[src/rtl/tx_ffe_prl.sv]
// tx_ffe_prl: transmit feed-forward equalizer.
// Applies a signed FIR with pre/main/post cursor taps to a PAM-4 voltage stream.
// The pipeline has three stages: capture, multiply, then sum/round/clip.
// Coefficients are written to a shadow bank and copied to the active bank on commit.
// Optional feature: define TX_FFE_SAT_COUNT_EN to add the 16-bit saturating clip counter
// and its sat_count output port.
module tx_ffe_prl #(
    parameter int SIGNAL_RESOLUTION = 10,
    parameter int SYMBOL_SEPERATION = 56,
    parameter int NUM_TAPS          = 3,
    parameter int MAIN_CURSOR       = 1,
    parameter int COEF_WIDTH        = 8,
    parameter int COEF_FRAC         = 6,
    localparam int AW = (NUM_TAPS > 1) ? $clog2(NUM_TAPS) : 1
) (
    input  logic                                clk,
    input  logic                                rst,
    input  logic signed [SIGNAL_RESOLUTION-1:0] signal_in,
    input  logic                                signal_in_valid,
    input  logic                                coef_wr_en,
    input  logic        [AW-1:0]                coef_wr_addr,
    input  logic signed [COEF_WIDTH-1:0]        coef_wr_data,
    input  logic                                coef_commit,
    output logic signed [SIGNAL_RESOLUTION-1:0] signal_out,
    output logic                                signal_out_valid,
    output logic                                sat_flag
`ifdef TX_FFE_SAT_COUNT_EN
    ,
    output logic        [15:0]                  sat_count
`endif
);

    localparam int SR = SIGNAL_RESOLUTION;
    localparam int CW = COEF_WIDTH;
    localparam int PW = SR + CW;                 // full product width
    localparam int SW = PW + $clog2(NUM_TAPS);   // sum width with guard bits

    localparam logic signed [CW-1:0] CoefOne = CW'(1 << COEF_FRAC);
    localparam logic signed [SW-1:0] RndHalf = SW'(1 << (COEF_FRAC - 1));
    localparam logic signed [SW-1:0] OutMax  = SW'((2 ** (SR - 1)) - 1);
    localparam logic signed [SW-1:0] OutMin  = SW'(-(2 ** (SR - 1)));

    // Reject configurations that the datapath is not sized for.
    if (NUM_TAPS < 2 || NUM_TAPS > 8 || MAIN_CURSOR < 0 || MAIN_CURSOR >= NUM_TAPS ||
        COEF_FRAC < 1 || COEF_FRAC > CW - 2 || SYMBOL_SEPERATION <= 0) begin : g_bad_cfg
        $error("tx_ffe_prl: illegal parameter combination");
    end

    logic signed [SR-1:0] hist_q   [NUM_TAPS];
    logic signed [CW-1:0] shadow_q [NUM_TAPS];
    logic signed [CW-1:0] shadow_d [NUM_TAPS];
    logic signed [CW-1:0] active_q [NUM_TAPS];
    logic signed [CW-1:0] active_d [NUM_TAPS];
    logic signed [PW-1:0] prod_q   [NUM_TAPS];
    logic signed [PW-1:0] prod_d   [NUM_TAPS];
    logic [NUM_TAPS-1:0]  wr_hit;
    logic                 v1_q, v2_q;

    logic signed [SW-1:0] sum_d, rnd_d, shr_d;
    logic signed [SR-1:0] out_d;
    logic                 clip_d;

    // Coefficient bank update: writes land in shadow, commit copies with write-through.
    always_comb begin
        wr_hit = '0;
        for (int k = 0; k < NUM_TAPS; k++) begin
            // Out-of-range addresses match no tap and are dropped.
            wr_hit[k]   = coef_wr_en && (int'(coef_wr_addr) == k);
            shadow_d[k] = wr_hit[k] ? coef_wr_data : shadow_q[k];
            active_d[k] = coef_commit ? shadow_d[k] : active_q[k];
        end
    end

    // Coefficient banks; reset restores identity taps.
    always_ff @(posedge clk) begin
        for (int k = 0; k < NUM_TAPS; k++) begin
            if (rst) begin
                shadow_q[k] <= (k == MAIN_CURSOR) ? CoefOne : '0;
                active_q[k] <= (k == MAIN_CURSOR) ? CoefOne : '0;
            end else begin
                shadow_q[k] <= shadow_d[k];
                active_q[k] <= active_d[k];
            end
        end
    end

    // S1: sample history shifts only on valid input, so idle cycles leave no zeros behind.
    always_ff @(posedge clk) begin
        if (rst) begin
            for (int k = 0; k < NUM_TAPS; k++) hist_q[k] <= '0;
            v1_q <= 1'b0;
        end else begin
            if (signal_in_valid) begin
                for (int k = NUM_TAPS - 1; k > 0; k--) hist_q[k] <= hist_q[k - 1];
                hist_q[0] <= signal_in;
            end
            v1_q <= signal_in_valid;
        end
    end

    // S2 products at full precision.
    always_comb begin
        for (int k = 0; k < NUM_TAPS; k++) begin
            prod_d[k] = PW'(hist_q[k]) * PW'(active_q[k]);
        end
    end

    // S2: product registers and valid.
    always_ff @(posedge clk) begin
        if (rst) begin
            for (int k = 0; k < NUM_TAPS; k++) prod_q[k] <= '0;
            v2_q <= 1'b0;
        end else begin
            for (int k = 0; k < NUM_TAPS; k++) prod_q[k] <= prod_d[k];
            v2_q <= v1_q;
        end
    end

    // S3 datapath: guarded sum, round half up, arithmetic shift, clip to output range.
    always_comb begin
        sum_d = '0;
        for (int k = 0; k < NUM_TAPS; k++) begin
            sum_d = sum_d + SW'(prod_q[k]);
        end
        rnd_d = sum_d + RndHalf;
        shr_d = rnd_d >>> COEF_FRAC;
        if (shr_d > OutMax) begin
            out_d  = SR'(OutMax);
            clip_d = 1'b1;
        end else if (shr_d < OutMin) begin
            out_d  = SR'(OutMin);
            clip_d = 1'b1;
        end else begin
            out_d  = SR'(shr_d);
            clip_d = 1'b0;
        end
    end

    // S3: output registers hold their value between valid outputs.
    always_ff @(posedge clk) begin
        if (rst) begin
            signal_out       <= '0;
            sat_flag         <= 1'b0;
            signal_out_valid <= 1'b0;
        end else begin
            if (v2_q) begin
                signal_out <= out_d;
                sat_flag   <= clip_d;
            end
            signal_out_valid <= v2_q;
        end
    end

`ifdef TX_FFE_SAT_COUNT_EN
    // Clip counter advances together with each clipped output and sticks at all-ones.
    always_ff @(posedge clk) begin
        if (rst) begin
            sat_count <= '0;
        end else if (v2_q && clip_d && (sat_count != 16'hFFFF)) begin
            sat_count <= sat_count + 16'd1;
        end
    end
`endif

endmodule
[config.mk]
export PLATFORM = sky130hd
export DESIGN_NAME = tx_ffe_prl
export DESIGN_NICKNAME = d
export VERILOG_FILES = /design/src/rtl/tx_ffe_prl.sv
export SDC_FILE = /design/constraint.sdc
export NUM_CORES = 1
export LEC_CHECK = 0
export ABC_CLOCK_PERIOD_IN_PS = 8050
export CAP_MARGIN = 0
export CORE_UTILIZATION = 25
export CTS_CLUSTER_SIZE = 24
export DETAILED_ROUTE_END_ITERATION = 6
export GPL_ROUTABILITY_DRIVEN = 0
export PLACE_DENSITY = 0.42
export SETUP_SLACK_MARGIN = 0.2
export SYNTH_ARGS = -nofsm -noshare
export SYNTH_HDL_FRONTEND = slang
export SYNTH_SLANG_ARGS = --single-unit
[constraint.sdc]
create_clock -name clk -period 8.05 [get_ports clk]
set_input_delay 2.415 -clock clk [delete_from_list [all_inputs] [get_ports clk]]
set_output_delay 2.415 -clock clk [all_outputs]
set_load 0.02 [all_outputs]
# == Yosys cells after proc, flatten, opt, wreduce, memory -nomap -nowiden ==
# Memory sizes are Yosys's and may differ from the RTL's.
# Index checks and enable logic that the tools add are counted.
# totals
regBits,14
latch_bits,0
mem_bits_rw,132
rom_bits,0
input_bits,25
word_cells,63
n_memories,4
# classes
addsub,3
multipliers,3
n_div,0
order_cmp,2
eq_ne,2
n_shift,0
mux,28
bitwise_logic,12
reduce_logical,4
# memory_table
name,words,word_bits,rd,rd_clocked_by_memory_dff,write_ports,line_no,text
prod_q,3,18,3,0,3,54,logic signed [PW-1:0] prod_q [NUM_TAPS];
hist_q,3,10,3,0,3,49,logic signed [SR-1:0] hist_q [NUM_TAPS];
active_q,3,8,3,0,3,52,logic signed [CW-1:0] active_q [NUM_TAPS];
shadow_q,3,8,3,0,3,50,logic signed [CW-1:0] shadow_q [NUM_TAPS];
# op_table
cell,n
$mux W8,12
$mul A10 B8 Y18,3
$mux W18,3
$mux W10,5
$add A19 B18 Y20,1
$add A20 B7 Y20 const B,1
$add A18 B18 Y19,1
$gt A14 B10 Y1 const B,1
$lt A14 B10 Y1 const B,1
$or A1 B1 Y1,12
$mux W1,8
$eq A2 B2 Y1 const B,2
$logic_and A1 B1 Y1,3
$logic_not A2 Y1,1

# == Longest topological paths before layout ==
# logic_depth
word_depth,6
mapped_depth,20
mapped_depth_nobuf,19

# == Worst setup path after synthesis ==
# Ideal clock, no wire load.
# synth_timing
kind,register to register
start,memory active_q[0][0] (netlist name)
end,memory prod_q[0][16] (netlist name)
setup_time_ns,0.123
t_arrival_ns,4.280
required_ns,7.927
setup_slack_ns,3.647
stages_incl_launch_ff,19
synth_period_minus_slack_ns,4.403
path_cell_list,dfxtp_1 > clkbuf_1 > nand2_1 > fa_1 > inv_1 > fa_1 > inv_1 > fa_1 > fa_1 > inv_1 > ha_1 > o21ai_1 > nand2b_1 > a21o_1 > a21o_1 > a21oi_1 > o2111ai_1 > o211ai_1 > mux2_1
# synth_rtl
element,line_no
"start, declared",52
"end, declared",54

==> impl_metrics.ini <==
[run_status]
status = complete, no violations

[power_and_ir_drop]
leakage_nw = 7.61
power_switching_mw = 1.12
internal-power_mw = 1.82
p_per_area_nw_per_um2 = 176
seqPwrFrac_pct = 31.3
power.share.combinational_pct = 40.4
clkPwrFrac_pct = 28.3
finalPower_mw = 2.94
ir_drop_uv = 157
switching_share_pct = 38.3

[clocking]
cts_root_buf = clkbuf_16
clk_latency_ps = 460
clock_sinks = 146
cts_tree = built
htree_levels = 4
cts_hold_buf = 0
clk_pin_slew_worst_paths_ps = 70
numCtsBuffers = 17
clockBufferDepth = 2
cts_resized = 0
post_cts_buffers = 0

[logic_synthesis]
synth.avg_cell_area_um2 = 9.51
synth_warnings = 0
ys_seq_area_share_pct = 21.6
synth.largest_area_cell = fa_1
ys.flop_type = dfxtp_1
syn_inst = 1570
async_flop_share_pct = 0
ys_ff_latch = 146
yosysUniqueCellTypes = 54
synth_nets = 1946
synth_top_area_share_pct = 29.2
synth_top_cells_by_area = fa_1, dfxtp_1, ha_1, inv_1, and2_1
synth_edf_count = 30
syn_area_um2 = 14900

[setup_path]
worst_r2r_path_depth = 19
crit_family = adder cells
cp-startpoint = active_q[1][7]
crit_end = prod_q[0][32]
path_buf_inv = 6
crit_slowest_cell = fa_1
start_kind = flop
crit_chain = inv_1, nor2_1, fa_1, inv_1, fa_1, inv_1, fa_1, inv_1, fa_1, inv_1, ha_1, inv_1, a21oi_1, o21ai_1, a21boi_1, o2111ai_1, nand3b_1, xor2_1, nor2b_1
crit_type = flop to flop
worst_setup_path_end_kind = flop
r2r-end = prod_q[0][32]
slowest_delay_ps = 550
reg2reg_from = active_q[1][7]
critPathMaxFanout = 7
worst_ep_arrival_time_ps = 5260
cp_common_cell = inv_1
worstPathRequired_ps = 8410
rrSetupSlack_ps = 3160
path_depth = 19

[sta]
worst_pin_slew_ps = 1010
setup_viol = 0
rsz0062_at_grt = false
fin_skew_ps = 13.1
fin_setup_tns_ps = 0
fmax_mhz = 204
fin_crit_sh_pct = 60.8
min_period_ps = 4890
fin_ws_ps = 3160
finalHoldViolations = 0
slew_viol_final = 0
relSlewSlack_pct = 32.5

[global_route]
grt_pass1_wl_um = 60200
grt_antenna_before_repair = 0
grt_max_degree = 90
overflow = 0
grt_pass1_vias = 10800
track_usage_pct = 12.9

[route]
wl_per_cell_um = 15.2
drt-pass1-iter-count = 4
drc_errors = 0
totalWireLength_um = 35800
route.vias.total = 9796
ant_nets = 0
viasPerCell = 4.14
drt_iter0_drc = 348

[die]
die_w_um = 246
die_h_um = 246
coreArea_um2 = 59000
io_pins = 37
initial_core_util_pct = 25.3
dieArea_um2 = 60700
placementRows = 89

[final_layout]
layout.nets = 1956
drive_gt1_share_pct = 3.33
antenna_cells = 0
syn_to_final_growth_pct = 11.9
nFillCells = 6327

[worst_hold_path]
hp-start = v1_q
hold_class = flop to flop

[placed_design]
dpl.hpwl_um = 29300
port-buffer-count = 36
place_worst_setup_slack_ps = 3130

[flow_run]
cap_viol_max_count = 0
how the worst min path moves through the flow:
stage	endpoint	slack [ps]	cells past startpoint
finish	v2_q	430	1
global route	v2_q	450	1
CTS	v2_q	430	1
detailed placement	v2_q	420	1
global placement	v2_q	420	1
floorplan	v2_q	410	1
cell usage after synthesis (all sizes together) (6+ instances only):
cell	count
and2	183
buf	7
a21o	12
nor3b	10
o21ai	18
mux2i	25
nor2	104
edfxtp	30
xnor2	52
clkbuf	42
dfxtp	116
nand2	77
o21bai	6
inv	339
fa	218
a21oi	33
a31oi	6
nand2b	23
ha	133
a311o	9
nand3	6
xor2	12
nor3	14
a211oi	26
nor2b	25
or2	6
kinds of logic after synthesis:
logic type	count (synthesis)	share of synthesized area, %
multiplexers	27	1.85
XOR/XNOR	64	3.75
adder cells (fa/ha/maj)	351	40.4
AND/OR/NAND/NOR	460	16.2
flip-flops	146	21.6
buffers and inverters	388	9.80
AO/OA/AOI/OAI	134	6.46
placed cells by master (no fill, tap or decap), types with 6 or more instances in the layout:
master	netlist	routed
nor3b_1	10	10
o21ai_0	6	6
fa_1	218	218
nand2_1	77	77
a21oi_1	32	32
nor2b_1	25	24
xnor2_1	52	52
a21o_1	12	12
o21ai_1	11	11
inv_1	338	338
and2_1	183	183
edfxtp_1	30	30
ha_1	133	133
nor2_1	104	104
dfxtp_1	116	116
clkdlybuf4s50_1	0	35
clkbuf_16	0	19
xor2_1	12	12
nor3_1	14	14
mux2i_1	25	25
a311o_1	9	9
nand2b_1	23	23
nand3_1	6	6
a211oi_1	25	25
final cells by class:
type | count | area [um^2] | share of cell area, %
clock buffers | 21 | 493 | 2.95
clock inverters | 11 | 113 | 0.674
inverters | 339 | 1270 | 7.62
multi-input cells | 1036 | 10200 | 61.4
flip-flops and latches | 146 | 3220 | 19.3
well taps | 773 | 967 | 5.79
repair buffers | 40 | 388 | 2.32
worst register-to-register path: stages, from the launching register on:
cell	delay, ps
dfxtp_1	410
inv_1	280
nor2_1	120
fa_1	550
inv_1	60
fa_1	530
inv_1	50
fa_1	520
inv_1	50
fa_1	530
inv_1	40
ha_1	280
inv_1	70
a21oi_1	190
o21ai_1	110
a21boi_1	250
o2111ai_1	170
nand3b_1	140
xor2_1	220
nor2b_1	240
routing by layer:
layer	track usage (%)	vias up	part of all wire, %
met5	0	-	0
met4	3.50	0	1.6
met3	2.00	25	2.6
met2	20.2	104	45
met1	18.2	4826	51
li1	-	4841	-
through the flow:
step / util, % / hold WS, ps / cells / cell area (um^2)
after floorplan: - / 414 / 1570 / 14900
after global placement: 27.3 / 419 / 2334 / 16100
after detailed placement: 27.3 / 420 / 2334 / 16100
after CTS: 28.3 / 435 / 2366 / 16700
after global routing: 28.3 / 452 / 2366 / 16700
final: 28.3 / 435 / 2366 / 16700
power by group through the flow:
stage	Clock (mW)	Combinational, mW	Sequential, mW
after global routing	0.890	1.37	0.934
after floorplan	0	0.895	0.902
final	0.833	1.19	0.920
after detailed placement	0	1.20	0.941
after global placement	0	1.20	0.942
after CTS	0.862	1.21	0.925
state kept, by name, summed over array words and instances, names as in the netlist:
name / flops
active_q: 24
sat_flag: 1
hist_q: 30
prod_q: 54
v2_q: 1
signal_out: 10
v1_q: 1
shadow_q: 24
signal_out_valid: 1
Note: power is estimated with default switching activity, not from simulation.
